[src/rtl/truth_table_sweeper_pkg.sv]
// Shared definitions for the truth-table sweeper: op codes, default op width, FSM states.
// Latency: none (definitions only).
// Backpressure: n/a.
package truth_table_sweeper_pkg;

    localparam int OP_W_DEF = 3;

    // Gate select codes, applied as a reduction over the input vector.
    localparam int OP_AND  = 0;
    localparam int OP_OR   = 1;
    localparam int OP_XOR  = 2;
    localparam int OP_NAND = 3;
    localparam int OP_NOR  = 4;
    localparam int OP_XNOR = 5;
    localparam int OP_BUF  = 6;
    localparam int OP_NOT  = 7;

    typedef enum logic {
        ST_IDLE  = 1'b0,
        ST_SWEEP = 1'b1
    } state_t;

endpackage

[src/rtl/truth_table_sweeper_gate_eval.sv]
// Combinational N-input gate: reduces vec with the operation selected by op.
// Latency: 0 cycles (pure combinational).
// Backpressure: none; unknown op codes (only possible with OP_W > 3) yield 0.
module gate_eval
    import truth_table_sweeper_pkg::*;
#(
    parameter int N_IN = 2,
    parameter int OP_W = OP_W_DEF
) (
    input  logic [N_IN-1:0] vec,
    input  logic [OP_W-1:0] op,
    output logic            res
);

    // Select the reduction; BUF/NOT look only at bit 0.
    always_comb begin
        res = 1'b0;
        case (int'(op))
            OP_AND:  res = &vec;
            OP_OR:   res = |vec;
            OP_XOR:  res = ^vec;
            OP_NAND: res = ~&vec;
            OP_NOR:  res = ~|vec;
            OP_XNOR: res = ~^vec;
            OP_BUF:  res = vec[0];
            OP_NOT:  res = ~vec[0];
            default: res = 1'b0;
        endcase
    end

endmodule

[src/rtl/truth_table_sweeper.sv]
// Walks all 2^N_IN input vectors once per start, presenting each with its gate result (TT_CAPTURE_EN adds tt_word).
// Latency: first row registered at the start-accept edge; one row per un-held cycle; done 2^N_IN edges after start.
// Backpressure: hold freezes the sweep (valid drops, row and index kept); start ignored while busy.
module truth_table_sweeper
    import truth_table_sweeper_pkg::*;
#(
    parameter int N_IN = 2,
    parameter int OP_W = OP_W_DEF
) (
    input  logic            clk,
    input  logic            rst,
    input  logic            start,
    input  logic [OP_W-1:0] op,
    input  logic            hold,
    output logic [N_IN-1:0] in_vec,
    output logic            gate_out,
    output logic            valid,
    output logic            busy,
    output logic            done
`ifdef TT_CAPTURE_EN
    ,
    output logic [2**N_IN-1:0] tt_word
`endif
);

    // Last-row detection looks at the presented vector, so idx may run one past the top.
    localparam logic [N_IN-1:0] LAST_ROW = '1;

    state_t          state_q, state_d;
    logic [OP_W-1:0] op_q, op_d;
    logic [N_IN:0]   idx_q, idx_d;
    logic [N_IN-1:0] in_vec_d;
    logic            gate_out_d;
    logic            valid_d;
    logic            busy_d;
    logic            done_d;

    logic [N_IN-1:0] eval_vec;
    logic [OP_W-1:0] eval_op;
    logic            eval_res;

    logic            start_acc;

    assign start_acc = (state_q == ST_IDLE) && start;

    // One shared evaluator: row 0 with the live op at start, else the next row with the latched op.
    always_comb begin
        eval_vec = '0;
        eval_op  = op;
        if (state_q == ST_SWEEP) begin
            eval_vec = idx_q[N_IN-1:0];
            eval_op  = op_q;
        end
    end

    gate_eval #(
        .N_IN (N_IN),
        .OP_W (OP_W)
    ) u_gate_eval (
        .vec (eval_vec),
        .op  (eval_op),
        .res (eval_res)
    );

    // Next-state and next-output logic for the two-state sweep FSM.
    always_comb begin
        state_d    = state_q;
        op_d       = op_q;
        idx_d      = idx_q;
        in_vec_d   = in_vec;
        gate_out_d = gate_out;
        valid_d    = valid;
        busy_d     = busy;
        done_d     = done;
        case (state_q)
            ST_IDLE: begin
                done_d  = 1'b0;
                valid_d = 1'b0;
                if (start) begin
                    op_d       = op;
                    in_vec_d   = '0;
                    gate_out_d = eval_res;
                    valid_d    = 1'b1;
                    idx_d      = (N_IN+1)'(1);
                    busy_d     = 1'b1;
                    state_d    = ST_SWEEP;
                end
            end
            ST_SWEEP: begin
                if (hold) begin
                    valid_d = 1'b0;
                end else if (in_vec != LAST_ROW) begin
                    in_vec_d   = idx_q[N_IN-1:0];
                    gate_out_d = eval_res;
                    valid_d    = 1'b1;
                    idx_d      = idx_q + 1'b1;
                end else begin
                    valid_d = 1'b0;
                    busy_d  = 1'b0;
                    done_d  = 1'b1;
                    state_d = ST_IDLE;
                end
            end
            default: begin
                state_d = ST_IDLE;
            end
        endcase
    end

    // FSM state register.
    always_ff @(posedge clk) begin
        if (rst) begin
            state_q <= ST_IDLE;
        end else begin
            state_q <= state_d;
        end
    end

    // Registered row outputs, latched op and row index.
    always_ff @(posedge clk) begin
        if (rst) begin
            op_q     <= '0;
            idx_q    <= '0;
            in_vec   <= '0;
            gate_out <= 1'b0;
            valid    <= 1'b0;
            busy     <= 1'b0;
            done     <= 1'b0;
        end else begin
            op_q     <= op_d;
            idx_q    <= idx_d;
            in_vec   <= in_vec_d;
            gate_out <= gate_out_d;
            valid    <= valid_d;
            busy     <= busy_d;
            done     <= done_d;
        end
    end

`ifdef TT_CAPTURE_EN
    // Capture each valid row's result into its bit; cleared on accepted start so it is complete at done.
    always_ff @(posedge clk) begin
        if (rst) begin
            tt_word <= '0;
        end else if (start_acc) begin
            tt_word <= '0;
        end else if (valid) begin
            tt_word[in_vec] <= gate_out;
        end
    end
`endif

endmodule

[config.mk]
export PLATFORM = sky130hd
export DESIGN_NAME = truth_table_sweeper
export DESIGN_NICKNAME = d
export VERILOG_FILES = /design/src/rtl/truth_table_sweeper_pkg.sv /design/src/rtl/truth_table_sweeper_gate_eval.sv /design/src/rtl/truth_table_sweeper.sv
export SDC_FILE = /design/constraint.sdc
export NUM_CORES = 1
export LEC_CHECK = 0
export CORE_AREA = 5 5 42 44
export CTS_BUF_LIST = sky130_fd_sc_hd__clkbuf_16
export DETAILED_ROUTE_END_ITERATION = 10
export DIE_AREA = 0 0 47 49
export DONT_BUFFER_PORTS = 1
export GPL_ROUTABILITY_DRIVEN = 1
export SYNTH_ARGS = -nofsm -noshare
export SYNTH_HDL_FRONTEND = slang
export SYNTH_SLANG_ARGS = --single-unit
[constraint.sdc]
create_clock -name clk -period 2.6 [get_ports clk]
set_input_delay 0.52 -clock clk [delete_from_list [all_inputs] [get_ports clk]]
set_output_delay 0.52 -clock clk [all_outputs]
set_load 0.1 [all_outputs]
==> reports/metrics.csv <==
stage,metric,value,unit
global_route,grt_usage,13.28,%
logic_synthesis,synth-seq-cells,12,
logic_synthesis,ys_types,30,
sta,tightest_slew,0.5291,ns
setup_path,cpPeakStageDelay,0.64,ns
global_route,grt_max_degree,18,
floorplan,rows,14,
clocking,ctsHoldBuffers,0,
global_route,grt_pass1_vias,519,
placed_design,gp_congestion,0.7409,
sta,fin_crit_sh,71.29,%
logic_synthesis,synth_top_family_by_area,simple AND/OR/NAND/NOR gates,
cells_and_area,layout-drive-gt1-share,13.25,%
cells_and_area,finalNonFillerCells,99,
setup_path,startpoint_type,flip-flop,
pwr,p_total,585.7,µW
clocking,clock_path_buffers,2,
logic_synthesis,synthCells,77,
cells_and_area,num_antenna_cells,0,
floorplan,die_h,49,µm
logic_synthesis,synth_edf_count,0,
routing,route.detailed.drc,0,
routing,drtPass1Iterations,4,
setup_path,required,2.72,ns
setup_path,timing.rr.end,gate_out$_SDFFE_PP0P_,
cells_and_area,ff_latch_area,240.2,µm²
logic_synthesis,postSynth.asyncResetShare,0,%
sta,fmax,0.5395,GHz
clocking,cts_setup_buffers,0,
pwr,p_per_area,775.0,nW/µm²
sta,setup_ws,0.7464,ns
routing,drt_wl_total,1352,µm
setup_path,crit_buf_inv,1,
logic_synthesis,syn_area,636.9,µm²
sta,finalHoldViolations,0,
routing,first_iter_violations,17,
sta,rsz0062_at_grt,false,
setup_path,reg2reg_depth,6,
routing,viasPerCell,5.697,
sta,clock_skew,0.004826,ns
logic_synthesis,synth-compound-area-share,17.09,%
placed_design,io_buffers,0,
floorplan,pin_count,13,
pwr,ir_drop,0.5073,mV
sta,fin_tns_setup,0,ns
setup_path,cpMostUsedCell,a31oi_1,
outcome,status,"finished, final reports clean",
setup_path,crit_family,flip-flops,
worst_hold_path,hp-start,rst,
floorplan,initial_core_util,45.45,%
worst_hold_path,holdPathEnd,in_vec[0]$_SDFFE_PP0P_,
cells_and_area,multi_input_area,352.8,µm²
clocking,cts_resized,0,
pwr,leakage,0.2984,nW
setup_path,reg2reg_from,state_q$_SDFF_PP0_,
setup_path,crit_arrival,1.98,ns
cells_and_area,final_core_util,53.93,%
placed_design,pre_cts_slack,0.7802,ns
setup_path,cp_slowest_cell,dfxtp_1,
floorplan,die_width,47,µm
setup_path,path_class,flip-flop to flip-flop,
setup_path,end_kind,flip-flop,
routing,num_vias,564,
global_route,grt_pass1_wl,2118,µm
cells_and_area,nets,92,
placed_design,hpwl,977.6,µm
global_route,antenna_found_initial,0,
logic_synthesis,synthXorXnorAreaFrac,2.750,%
setup_path,ff2ff_setup_slack,0.75,ns
worst_hold_path,holdPathStages,1,
logic_synthesis,synthMuxAreaShare,11.79,%
cells_and_area,fillers,144,
logic_synthesis,yosys.area_share.simple,21.81,%
placed_design,place_inst,95,
setup_path,worst-path-max-fanout,17,
global_route,overflow,0,
worst_hold_path,hp-class,input pin to flip-flop,
sta,slew_headroom,64.65,%
clocking,htree_num_levels,1,
clocking,cts_inserted_buffers,3,
logic_synthesis,syn-num-nets,85,
routing,antenna_left,0,
sta,setup-violations-final,0,
logic_synthesis,synth_fa_ha_area_share,1.965,%
sta,drv_slew,0,
flow_run,cap_violations,0,
logic_synthesis,yosys_most_used_dff,dfxtp_1,
clocking,root_buffer,clkbuf_16,
clocking,clk_latency,0.24,ns
cells_and_area,synthToLayoutAreaGrowth,18.66,%
floorplan,die_area,2303,µm²
logic_synthesis,synth-seq-area-share,37.72,%
clocking,cts.sinks,12,
setup_path,crit_chain,nand2_1 > ha_1 > inv_1 > or3_1 > a31oi_1 > a31oi_1,
cells_and_area,final_common_cell,dfxtp_1,
logic_synthesis,synth_area_per_cell,8.271,µm²
sta,fin_crit,1.854,ns
cells_and_area,final_cell_mix,"dfxtp_1, nand2_1, nor2_1, buf_4",
routing,wl_per_cell,13.66,µm
clocking,path_clk_slew,0.04,ns
clocking,cts_tree,done,
logic_synthesis,synthesis.yosys.warnings,0,
floorplan,core-area,1401,µm²
==> state kept, by name, summed over array words and instances, names as in the netlist <==
name,flops
op_q,3
idx_q,2
state_q,1
valid,1
done,1
in_vec,2
gate_out,1
busy,1
==> Yosys cell counts (2+ instances only) <==
| cell type | instances | area share, % |
|---|---|---|
| a21oi_1 | 5 | 3.9 |
| a31oi_1 | 4 | 3.9 |
| buf_2 | 2 | 1.6 |
| dfxtp_1 | 12 | 38 |
| inv_1 | 4 | 2.4 |
| mux2i_1 | 5 | 7.9 |
| nand2_1 | 7 | 4.1 |
| nand2b_1 | 4 | 3.9 |
| nand3_1 | 2 | 1.6 |
| nand4_1 | 2 | 2.0 |
| nor2_1 | 6 | 3.5 |
| nor3_1 | 2 | 1.6 |
| o21ai_0 | 4 | 3.1 |
| or3_1 | 2 | 2.0 |
==> metal layers <==
metal  routed length (µm)  GRT usage [%]  share of wire [%]
met5                    0              0                  0
met4                   45          11.06                3.3
met3                  114          5.904                8.4
met2                  637          18.33                 47
met1                  555          14.86                 41
==> worst register-to-register path, cell delays in order, from the launching register on <==
cell and delay [ns]:
dfxtp_1 0.64, nand2_1 0.14, ha_1 0.29, inv_1 0.05
or3_1 0.35, a31oi_1 0.18, a31oi_1 0.10
==> cells by family after synthesis <==
kind of cell,count (synthesis)
flops,12
fa+ha+maj,1
mux,7
buf+inv,9
compound gates,18
simple gates,28
xor+xnor,2
==> power by group <==
group | switching, mW | leakage, nW | internal [mW]
clock network | 0.0810 | 0.0385 | 0.202
logic | 0.0623 | 0.161 | 0.0296
registers | 0.0144 | 0.0987 | 0.196
==> per-stage QoR <==
step	hold slack [ns]	cell area, µm²
floorplan	0.4832	636.9
global placement	0.5275	676.9
detailed placement	0.5285	676.9
CTS	0.3413	755.7
global route	0.3384	755.7
finish	0.3434	755.7
==> worst max-delay path by stage <==
stage                                start                    end  slack, ns  depth (start not counted)
floorplan           in_vec[0]$_SDFFE_PP0P_  gate_out$_SDFFE_PP0P_       0.73                          4
global placement        state_q$_SDFF_PP0_  gate_out$_SDFFE_PP0P_       0.84                          6
detailed placement      state_q$_SDFF_PP0_  gate_out$_SDFFE_PP0P_       0.78                          6
CTS                     state_q$_SDFF_PP0_  gate_out$_SDFFE_PP0P_       0.75                          6
global route            state_q$_SDFF_PP0_  gate_out$_SDFFE_PP0P_       0.63                          6
finish                  state_q$_SDFF_PP0_  gate_out$_SDFFE_PP0P_       0.75                          6
==> area by class of cell <==
class                           instances  area share (%)
Multi-Input combinational cell         56           46.69
Sequential cell                        12           31.79
Clock buffer                            3           9.934
Timing Repair Buffer                    6           5.960
Tap cell                               16           2.649
Inverter                                5           2.483
Clock inverter                          1          0.4967
Power figures use the tool's default switching activity.
